**src/rtl/reset_sequencer.sv**
```systemverilog
// Reset sequencer: debounces an asynchronous PLL lock flag, releases NUM_CH
// per-domain resets in index order with a fixed gap, and generates a divided
// clock-enable strobe for each released domain on clk_100Mhz.
//
// state    | meaning
// ---------+--------------------------------------------------------------
// S_WAIT   | all domains held in reset, waiting for synchronised lock
// S_STABLE | lock seen, counting consecutive locked cycles (debounce)
// S_REL    | releasing domains one at a time, GAP cycles apart
// S_RUN    | every domain released, watching for lock loss
module reset_sequencer #(
  parameter int NUM_CH      = 3,
  parameter int LOCK_STABLE = 1024,
  parameter int GAP         = 16,
  parameter int DIV_W       = 8
) (
  input  logic                    clk_100Mhz,
  input  logic                    reset,
  input  logic                    pll_locked,
  input  logic [NUM_CH*DIV_W-1:0] divs,
  output logic [NUM_CH-1:0]       rst_out,
  output logic [NUM_CH-1:0]       ce_out,
  output logic                    all_ready,
  output logic [7:0]              lock_lost_cnt
);

  localparam int STAB_W = (LOCK_STABLE > 1) ? $clog2(LOCK_STABLE + 1) : 1;
  localparam int GAP_W  = (GAP > 1) ? $clog2(GAP + 1) : 1;
  localparam int IDX_W  = (NUM_CH > 1) ? $clog2(NUM_CH) : 1;

  localparam logic [STAB_W-1:0] STAB_LAST = STAB_W'(LOCK_STABLE - 1);
  localparam logic [GAP_W-1:0]  GAP_LAST  = GAP_W'(GAP - 1);
  localparam logic [IDX_W-1:0]  IDX_LAST  = IDX_W'(NUM_CH - 1);
  localparam logic [NUM_CH-1:0] ONE_CH    = NUM_CH'(1);

  typedef enum logic [1:0] {
    S_WAIT   = 2'd0,
    S_STABLE = 2'd1,
    S_REL    = 2'd2,
    S_RUN    = 2'd3
  } state_t;

  state_t            state;
  logic              sync_1;
  logic              locked_s;
  logic [STAB_W-1:0] stable_cnt;
  logic [GAP_W-1:0]  gap_cnt;
  logic [IDX_W-1:0]  idx;
  logic [IDX_W-1:0]  next_idx;
  logic              lock_drop;
  logic [DIV_W-1:0]  div_cnt [NUM_CH];

  assign next_idx = idx + 1'b1;

  // Lock loss only matters once the sequence has left S_WAIT.
  assign lock_drop = (state != S_WAIT) && !locked_s;

  // Two-flop synchroniser for the asynchronous lock flag.
  always_ff @(posedge clk_100Mhz) begin
    if (reset) begin
      sync_1   <= 1'b0;
      locked_s <= 1'b0;
    end else begin
      sync_1   <= pll_locked;
      locked_s <= sync_1;
    end
  end

  // Sequencing FSM: debounce, ordered release, lock-loss recovery.
  always_ff @(posedge clk_100Mhz) begin
    if (reset) begin
      state         <= S_WAIT;
      rst_out       <= '1;
      all_ready     <= 1'b0;
      lock_lost_cnt <= 8'd0;
      stable_cnt    <= '0;
      gap_cnt       <= '0;
      idx           <= '0;
    end else if (lock_drop) begin
      state      <= S_WAIT;
      rst_out    <= '1;
      all_ready  <= 1'b0;
      stable_cnt <= '0;
      gap_cnt    <= '0;
      idx        <= '0;
      if (lock_lost_cnt != 8'hFF) lock_lost_cnt <= lock_lost_cnt + 8'd1;
    end else begin
      case (state)
        S_WAIT: begin
          rst_out    <= '1;
          stable_cnt <= '0;
          if (locked_s) state <= S_STABLE;
        end
        S_STABLE: begin
          // locked_s is known high here; a low would have taken lock_drop.
          if (stable_cnt == STAB_LAST) begin
            stable_cnt <= '0;
            rst_out[0] <= 1'b0;
            idx        <= '0;
            gap_cnt    <= '0;
            if (NUM_CH == 1) begin
              all_ready <= 1'b1;
              state     <= S_RUN;
            end else begin
              state <= S_REL;
            end
          end else begin
            stable_cnt <= stable_cnt + 1'b1;
          end
        end
        S_REL: begin
          if (gap_cnt == GAP_LAST) begin
            gap_cnt <= '0;
            // Shifted mask keeps the index in range even when NUM_CH is 1.
            rst_out <= rst_out & ~(ONE_CH << next_idx);
            idx     <= next_idx;
            if (next_idx == IDX_LAST) begin
              all_ready <= 1'b1;
              state     <= S_RUN;
            end
          end else begin
            gap_cnt <= gap_cnt + 1'b1;
          end
        end
        S_RUN: begin
          state <= S_RUN;
        end
        default: begin
          state <= S_WAIT;
        end
      endcase
    end
  end

  // Per-domain clock-enable dividers, idle while the domain is in reset.
  always_ff @(posedge clk_100Mhz) begin
    if (reset) begin
      ce_out <= '0;
      for (int k = 0; k < NUM_CH; k++) div_cnt[k] <= '0;
    end else begin
      for (int k = 0; k < NUM_CH; k++) begin
        if (rst_out[k] || lock_drop) begin
          div_cnt[k] <= '0;
          ce_out[k]  <= 1'b0;
        end else if (div_cnt[k] >= divs[k*DIV_W +: DIV_W]) begin
          // >= so a divisor lowered below the running count wraps at once.
          div_cnt[k] <= '0;
          ce_out[k]  <= 1'b1;
        end else begin
          div_cnt[k] <= div_cnt[k] + 1'b1;
          ce_out[k]  <= 1'b0;
        end
      end
    end
  end

endmodule

```
**config.mk**
```make
export PLATFORM = sky130hd
export DESIGN_NAME = reset_sequencer
export DESIGN_NICKNAME = d
export VERILOG_FILES = /design/src/rtl/reset_sequencer.sv
export SDC_FILE = /design/constraint.sdc
export NUM_CORES = 1
export LEC_CHECK = 0
export CORE_ASPECT_RATIO = 1.2
export CORE_UTILIZATION = 60
export DETAILED_ROUTE_END_ITERATION = 6
export PLACE_DENSITY = 0.81
export SLEW_MARGIN = 40
export SYNTH_ARGS = -nofsm -noshare
export SYNTH_HDL_FRONTEND = slang
export SYNTH_SLANG_ARGS = --single-unit
```
**constraint.sdc**
```tcl
create_clock -name clk_100Mhz -period 2.95 [get_ports clk_100Mhz]
set_input_delay 0.59 -clock clk_100Mhz [delete_from_list [all_inputs] [get_ports clk_100Mhz]]
set_output_delay 0.59 -clock clk_100Mhz [all_outputs]
set_load 0.02 [all_outputs]
```
==> impl_metrics.tcl <==
set metrics [dict create \
    switching_power_mw 0.407 \
    start_util 0.621 \
    grt_pass1_vias 2500 \
    yosys.area.top_type "dfxtp_1" \
    ys_dominant_reg_cell "dfxtp_1" \
    wl_met1_mm 2.97 \
    clock.fmax_mhz 431 \
    route.detailed.drc 0 \
    holdCritPathClass "reg2reg" \
    synth_warnings 0 \
    setup_slack_ns 0.629 \
    layout.cells.non_filler 520 \
    clkPwrFrac 0.393 \
    rows 30 \
    highest_layer "met4" \
    drtPass1Iterations 4 \
    start_kind "input pin" \
    critPathKind "in2reg" \
    p_seq_frac 0.517 \
    p_per_area_mw_per_mm2 418 \
    crit_cells 7 \
    maxCapViolCount 0 \
    wirelength_mm 6.27 \
    finClkSkew_ns 0.0127 \
    yosys-top-cells-count "nor2_1, dfxtp_1, ha_1, inv_1, edfxtp_1" \
    slew_viol_final 0 \
    slew-limit-headroom 0.618 \
    hold_violations 0 \
    syn_area_per_cell_um2 9.20 \
    die_w_um 71.7 \
    worstPathRequired_ns 3.14 \
    post-place-ws_ns 0.277 \
    synth_cells 380 \
    clk_latency_ns 0.33 \
    pin_count 42 \
    grt_start_max_net_pins 34 \
    nets 511 \
    setup_viol 0 \
    ys_types 51 \
    path_buf_inv 1 \
    gp_congestion 0.835 \
    swShare 0.230 \
    gr-usage-all-layers 0.218 \
    grt_pass1_wl_mm 10.7 \
    cts_tree "built" \
    post-route-util 0.753 \
    dp_hpwl_mm 4.59 \
    ir_worst_vdd_mv 0.426 \
    core_mm2 0.00563 \
    cp_cell_sequence "clkdlybuf4s50_1, ha_1, nand2b_1, a21o_1, a211o_1, a211oi_2, and2_1" \
    cts-resized-gates 0 \
    cp-end-kind "register" \
    synth_top_cell_area_share 0.212 \
    multiInputGateArea_mm2 0.00195 \
    port-buffer-count 41 \
    r2r_start "div_cnt[1][0]" \
    rsz0062_at_grt "false" \
    reg2reg_to "div_cnt[1][7]" \
    antenna_left 0 \
    fin_area_mm2 0.00424 \
    holdWs_ns 0.444 \
    critPathMaxStageDelay_ns 0.42 \
    async_flop_share 0 \
    antenna_cells 0 \
    rrSetupSlack_ns 0.81 \
    layout_min_cycle_time_ns 2.32 \
    drive_gt1_frac 0.0592 \
    vias 2785 \
    startpoint "divs[8]" \
    rr_worst_depth 7 \
    syn_area_mm2 0.00349 \
    vias_per_cell 5.36 \
    met3_length_um 260 \
    htreeDepth 3 \
    worstPathArrival_ns 2.51 \
    critical_path.endpoint "div_cnt[1][7]" \
    synth-seq-cells 61 \
    synthToLayoutAreaGrowth_pct 21.3 \
    postCtsSetupRepairBufs 0 \
    cts_sinks 61 \
    cts_hold_buf 0 \
    numCtsBuffers 9 \
    wl_per_cell_um 12.1 \
    synth_edf_count 24 \
    route.met2.wl_mm 2.95 \
    grt-ovfl-total 0 \
    outcome "completed" \
    post-place-cells 504 \
    worst_slew_pin_slew_ns 0.568 \
    ff_latch_area_mm2 0.00146 \
    path_clk_slew_ns 0.06 \
    power.total_mw 1.77 \
    path_delay_family "compound AO/OA/AOI/OAI gates" \
    cp_slowest_cell "a211oi_2" \
    cts-root-buf "clkbuf_8" \
    drt_iter0_markers 88 \
    ys_seq_area_frac 0.418 \
    clock_path_buffers 2 \
    fp.dieH_um 85.6 \
    yosysMostFrequentCell "nor2_1" \
    fillCellCount 420 \
    share_comb_of_total_power 0.089 \
    grt_antenna_before_repair 0 \
    period_share 0.787 \
    die_area_mm2 0.00613 \
    leakagePower_nw 1.71 \
    worst-path-max-fanout 8 \
    synth_area_leaders "dfxtp_1, edfxtp_1, ha_1" \
    p_int_mw 1.37 \
    placed_area_mm2 0.00406 \
    setup_tns_ns 0 \
]
flip-flops by register name (all words and copies together), names as in the netlist:
name,count
all_ready,1
ce_out,3
div_cnt,24
gap_cnt,5
idx,2
lock_lost_cnt,8
locked_s,1
rst_out,3
stable_cnt,11
state,2
sync_1,1
worst register-to-register path, cell delays in order (launching register included):
cell and delay (ns):
edfxtp_1 0.45, inv_1 0.10, ha_1 0.22, nand2b_1 0.14
a21o_1 0.18, a211o_1 0.31, a211oi_2 0.42, and2_1 0.20
power groups by stage:
stage | Sequential [mW] | Combinational, mW | Clock, mW
6_report | 0.917 | 0.159 | 0.697
3_5_place_dp | 0.936 | 0.158 | 0
4_1_cts | 0.917 | 0.160 | 0.713
3_3_place_gp | 0.936 | 0.153 | 0
5_1_grt | 0.921 | 0.182 | 0.741
2_1_floorplan | 0.929 | 0.100 | 0
worst min-delay path by stage:
stage	end	cells past startpoint	startpoint
3_5_place_dp	locked_s	1	sync_1
2_1_floorplan	locked_s	1	sync_1
3_3_place_gp	locked_s	1	sync_1
5_1_grt	locked_s	1	sync_1
4_1_cts	locked_s	1	sync_1
6_report	locked_s	1	sync_1
cells in the final DEF, fill, tap and decap left out, drive strengths merged, types with 7 or more instances in the layout:
cell type,synthesis,layout
ha,33,33
inv,33,33
and3,7,7
nand2,23,23
clkdlybuf4s50,0,41
edfxtp,24,24
o21ai,9,9
conb,1,24
clkbuf,4,11
a21oi,20,20
nor3,12,12
nand3,23,23
dfxtp,37,37
nor2,51,51
nand4,8,8
xnor2,13,13
xor2,11,11
and2,8,8
area by class of cell:
class                           count  area share
Clock buffer                       11      0.0310
Clock inverter                      5      0.0124
Inverter                           33      0.0292
Sequential cell                    61       0.345
Multi-Input combinational cell    301       0.460
Timing Repair Buffer               45       0.104
Tap cell                           64      0.0189
kinds of logic after synthesis:
logic type	share of synthesized area
DFF	0.418
adders and majority gates	0.118
other	0.00107
xor gates and xnor gates	0.0601
muxes	0.0118
buffers and inverters	0.0487
AOI/OAI and AO/OA	0.121
and+or+nand+nor	0.221
layer usage:
| metal | vias to the layer above | global-route usage |
|---|---|---|
| met4 | 0 | 0.111 |
| met3 | 9 | 0.0353 |
| met1 | 1254 | 0.272 |
| li1 | 1467 | - |
| met5 | - | 0 |
| met2 | 55 | 0.364 |
Note: power is estimated with default switching activity, not from simulation.
